<file path="src/rtl/macc_frame_gen.sv">
// Producer side of a Macc (A, B, tlast) pair stream: per accepted sample, emits
// one NTAPS-beat frame pairing the delay line x[n-k] with coefficient h[k].
module macc_frame_gen #(
  parameter int ADW   = 24,
  parameter int BDW   = 18,
  parameter int NTAPS = 16,
  parameter int AW    = $clog2(NTAPS)
) (
  input  logic                  clk,
  input  logic                  rst,
  input  logic signed [ADW-1:0] s_axis_tdata,
  input  logic                  s_axis_tvalid,
  output logic                  s_axis_tready,
  input  logic                  coef_wr_en,
  input  logic [AW-1:0]         coef_wr_addr,
  input  logic signed [BDW-1:0] coef_wr_data,
  output logic signed [ADW-1:0] m_axis_atdata,
  output logic signed [BDW-1:0] m_axis_btdata,
  output logic                  m_axis_tvalid,
  input  logic                  m_axis_tready,
  output logic                  m_axis_tlast
);

  typedef enum logic {IDLE, EMIT} state_e;

  state_e                state_q, state_d;
  logic [AW-1:0]         tap_q, tap_d, tap_nxt;
  logic signed [ADW-1:0] a_q, a_d;
  logic signed [BDW-1:0] b_q, b_d;
  logic                  last_q, last_d;
  logic signed [ADW-1:0] dly_q  [NTAPS];
  logic signed [BDW-1:0] coef_q [NTAPS];
  logic                  in_hs, out_hs;

  assign m_axis_tvalid = (state_q == EMIT);
  assign m_axis_tlast  = last_q;
  assign m_axis_atdata = a_q;
  assign m_axis_btdata = b_q;

  // Accept a new sample only when the current frame is finishing (or none is active).
  assign s_axis_tready = !rst && (!m_axis_tvalid || (m_axis_tready && last_q));
  assign in_hs         = s_axis_tvalid && s_axis_tready;
  assign out_hs        = m_axis_tvalid && m_axis_tready;
  assign tap_nxt       = tap_q + AW'(1);

  always_comb begin
    state_d = state_q;
    tap_d   = tap_q;
    a_d     = a_q;
    b_d     = b_q;
    last_d  = last_q;
    if (in_hs) begin
      // Frame start wins over frame end so frames run back-to-back.
      state_d = EMIT;
      tap_d   = '0;
      a_d     = s_axis_tdata;
      b_d     = coef_q[0];
      last_d  = (NTAPS == 1);
    end else if (out_hs) begin
      if (last_q) begin
        state_d = IDLE;
        last_d  = 1'b0;
      end else begin
        // Delay line cannot shift mid-frame, so dly_q is already the post-shift view.
        tap_d  = tap_nxt;
        a_d    = dly_q[tap_nxt];
        b_d    = coef_q[tap_nxt];
        last_d = (tap_nxt == AW'(NTAPS - 1));
      end
    end
  end

  always_ff @(posedge clk) begin
    if (rst) begin
      state_q <= IDLE;
      tap_q   <= '0;
      a_q     <= '0;
      b_q     <= '0;
      last_q  <= 1'b0;
    end else begin
      state_q <= state_d;
      tap_q   <= tap_d;
      a_q     <= a_d;
      b_q     <= b_d;
      last_q  <= last_d;
    end
  end

  // Coefficient reads above see the pre-write array, so a same-edge write is not forwarded.
  always_ff @(posedge clk) begin
    if (rst) begin
      for (int i = 0; i < NTAPS; i++) begin
        dly_q[i]  <= '0;
        coef_q[i] <= '0;
      end
    end else begin
      if (in_hs) begin
        dly_q[0] <= s_axis_tdata;
        for (int i = 1; i < NTAPS; i++) dly_q[i] <= dly_q[i-1];
      end
      if (coef_wr_en && ({1'b0, coef_wr_addr} < (AW+1)'(NTAPS)))
        coef_q[coef_wr_addr] <= coef_wr_data;
    end
  end

endmodule

</file>
<file path="config.mk">
export PLATFORM = sky130hd
export DESIGN_NAME = macc_frame_gen
export DESIGN_NICKNAME = d
export VERILOG_FILES = /design/src/rtl/macc_frame_gen.sv
export SDC_FILE = /design/constraint.sdc
export NUM_CORES = 1
export LEC_CHECK = 0
export ABC_AREA = 1
export CORE_ASPECT_RATIO = 1.1
export CORE_MARGIN = 1
export CORE_UTILIZATION = 50
export CTS_CLUSTER_SIZE = 8
export DETAILED_ROUTE_END_ITERATION = 12
export GPL_TIMING_DRIVEN = 0
export PLACE_DENSITY = 0.67
export SLEW_MARGIN = 0
export SYNTH_ARGS = -nofsm -noshare
export SYNTH_HDL_FRONTEND = slang
export SYNTH_SLANG_ARGS = --single-unit
export TNS_END_PERCENT = 30
</file>
<file path="constraint.sdc">
create_clock -name clk -period 20.1 [get_ports clk]
set_input_delay 4.02 -clock clk [delete_from_list [all_inputs] [get_ports clk]]
set_output_delay 4.02 -clock clk [all_outputs]
set_load 0.05 [all_outputs]
</file>
==> run_results.csv <==
group,metric,value,unit
outcome,status,"finished, final reports clean",
floorplan,start_util,50.6,%
drt,wl_met2,48.9,mm
pwr,leakagePower,17.4,nW
clock_tree,clkSinkCount,720,
yosys,synth-seq-cells,720,
clock_tree,cts_root_buf,"clkbuf_16",
critical_path,reg2reg_depth,13,
finish,final_nets,4175,
yosys,synth_xor_area_share,0.146,%
global_routing,grt_max_degree,113,
critical_path,critPathCaptureType,"output pin",
pwr,ir_drop,0.0673,mV
drt,routed_wl,99.8,mm
yosys,yosysSeqAreaShare,61.7,%
critical_path,critPathBufInv,2,
finish,final_util,58.1,%
yosys,synth_compound_area_share,1.51,%
finish,area_growth,14.7,%
clock_tree,clk_latency,0.66,ns
floorplan,die_y,277,um
critical_path,cp_cell_sequence,"clkdlybuf4s50_1 > nor2_4 > clkdlybuf4s50_1",
floorplan,core_region_area,67700,um^2
critical_path,crit_slowest_cell,"clkdlybuf4s50_1",
clock_tree,clockBufferDepth,3,
placement,portBuffers,95,
clock_tree,post_cts_resized,0,
drt,drtAntennaViolNets,0,
floorplan,io_pins,96,
timing,finalSetupViolations,0,
yosys,syn_nets,3976,
critical_path,cp.arrival,5.80,ns
clock_tree,clk_pin_slew_worst_paths,0.05,ns
clock_tree,cts_inserted_buffers,99,
critical_path,worstSetupPathType,"input pin to output pin",
timing,max_slew_margin,35.3,%
hold_path,hp-class,"flip-flop to flip-flop",
yosys,synth_top_family_by_area,"simple AND/OR/NAND/NOR gates",
yosys,postSynthAreaPerCell,8.74,um^2
global_routing,gr-total-overflow,0,
drt,wire_per_inst,19.5,um
clock_tree,cts_tree,"built",
timing,rsz0062_at_grt,"false",
yosys,synthSimpleGateAreaFrac,26.2,%
critical_path,cp_common_cell,"clkdlybuf4s50_1",
floorplan,die_area,69600,um^2
yosys,ys.warnings.count,0,
floorplan,die_w,252,um
timing,worst_slew_pin_slew,0.971,ns
flow_run,drv_cap,0,
drt,highest_layer,"met4",
clock_tree,h-tree-depth,3,
timing,hold_violations,0,
drt,firstDrtPassIters,8,
critical_path,cp_max_fo,4,
timing,period_minus_slack,9.82,ns
finish,drive_above_1_share,5.99,%
critical_path,cp.depth,3,
critical_path,critical-path-top-delay-family,"buffers and inverters",
global_routing,grt_use_total,28.6,%
yosys,postSynthCellCount,3923,
timing,timing.final.ws_setup,10.28,ns
critical_path,cp.required,16.08,ns
drt,drc,0,
yosys,netlist_area,34300,um^2
placement,gp_congestion,0.933,
hold_path,min_path_cells,2,
drt,drt_iter0_drc,2662,
drt,wl_met3,7.22,mm
clock_tree,post-cts-setup-buffers,0,
critical_path,cpPeakStageDelay,0.81,ns
yosys,ys_types,24,
global_routing,antenna_found_initial,1,
clock_tree,cts_hold_buf,0,
drt,wl_met1,39.0,mm
timing,max_freq,102,MHz
global_routing,grt_pass1_wl,149,mm
timing,fin_setup_tns,0,ns
placement,hpwl,71.3,mm
timing,post-route-period-util,48.9,%
timing,finalClockSkew,0.0220,ns
placement,post-place-ws,10.30,ns
global_routing,grt_pass1_vias,26000,
floorplan,row_count,100,
drt,via_per_inst,5.29,
pwr,p_per_area,94.7,nW/um^2
yosys,synthMuxAreaShare,0,%
yosys,synthAdderAreaFrac,0.0730,%
critical_path,start_kind,"input pin",
drt,vias,27000,
timing,slew_viol_final,0,
-- layer usage --
layer	up-vias	GRT usage, %
met2	1113	48.4
li1	12700	-
met5	-	0
met4	0	13.6
met1	13000	36.2
met3	220	3.98
-- cells by family (layout without fill, tap and decap cells) --
family | count (synthesis) | in the layout
flops | 720 | 720
compound gates | 103 | 103
fa+ha+maj | 2 | 2
other cells | 0 | 2
xor+xnor | 4 | 4
buf+inv | 913 | 1178
simple gates | 2181 | 2181
-- cell usage in the layout, fill, tap and decap left out, types with 2 or more instances in the layout --
master and count:
a21oi_1 46, clkdlybuf4s50_1 95, o21ai_1 2, nand2_1 887, clkbuf_1 168, clkbuf_16 102
inv_2 4, nor2_1 728, inv_6 2, nand3_1 543, o21ai_0 54, diode_2 2
edfxtp_1 672, buf_2 111, ha_1 2, dfxtp_1 48, inv_1 671, nand2_2 17
buf_16 3, nor3_4 4, buf_1 18
-- where the power goes --
| part | switching, W | internal [W] | total (W) | leakage [nW] |
|---|---|---|---|---|
| sequential | 0.0000307 | 0.00175 | 0.00178 | 7.20 |
| clock | 0.000638 | 0.000932 | 0.00157 | 1.35 |
| combinational | 0.000270 | 0.000101 | 0.000372 | 8.88 |
| total | 0.000939 | 0.00278 | 0.00372 | 17.4 |
-- Yosys cell counts --
cell,count,share of area [%]
nor2_1,728,8.0
a21oi_1,46,0.67
xor2_1,1,0.026
nor2_4,1,0.033
xnor2_1,1,0.026
or2_2,1,0.018
inv_1,672,7.4
nand3_1,543,7.9
o21ai_1,2,0.029
xnor2_2,1,0.047
clkbuf_2,1,0.015
nand2_1,887,9.7
dfxtp_1,48,2.8
a31oi_1,1,0.018
buf_2,111,1.6
buf_1,18,0.20
nor3_4,4,0.19
clkbuf_1,107,1.2
edfxtp_1,672,59
o21ai_0,54,0.79
ha_1,2,0.073
nand2_2,17,0.31
xor2_2,1,0.047
inv_2,4,0.044
-- final cells by class --
type / count / area (um^2)
Tap cell: 918 / 1150
Antenna cell: 2 / 5.00
Timing Repair Buffer: 98 / 1030
Clock buffer: 163 / 2780
Clock inverter: 4 / 53.8
Sequential cell: 720 / 21100
Fill cell: 6126 / 28400
Buffer: 237 / 1030
Inverter: 676 / 2540
Multi-Input combinational cell: 2290 / 9560
-- worst paths after layout --
| path | to | from | slack, ns |
|---|---|---|---|
| setup reg to reg | m_axis_atdata[20]$_SDFFE_PP0P_ | tap_q[0]$_SDFFE_PP0P_ | 16.05 |
| setup / recovery | s_axis_tready | rst | 10.28 |
| hold / removal | m_axis_atdata[14]$_SDFFE_PP0P_ | m_axis_atdata[14]$_SDFFE_PP0P_ | 0.54 |
| hold reg to reg | m_axis_atdata[14]$_SDFFE_PP0P_ | m_axis_atdata[14]$_SDFFE_PP0P_ | 0.54 |
-- stage by stage --
step           power [W]  instance area [um^2]  hold slack (ns)  instances
2_1_floorplan    0.00206                 34300            0.516       3923
3_3_place_gp     0.00219                 36400            0.517       4936
3_5_place_dp     0.00218                 36500            0.532       4939
4_1_cts          0.00373                 39300            0.538       5106
5_1_grt          0.00384                 39300            0.561       5106
6_report         0.00372                 39300            0.535       5108
-- registers in the layout, indices dropped and copies added (netlist names) --
register / cells
m_axis_tlast: 1
m_axis_tvalid: 1
coef_q: 288
m_axis_btdata: 18
m_axis_atdata: 24
tap_q: 4
dly_q: 384
-- tightest hold or removal path: stages (launching register included) --
cell	delay, ns
dfxtp_1	0.32
o21ai_1	0.12
a21oi_1	0.04
Note: power is estimated with default switching activity, not from simulation.
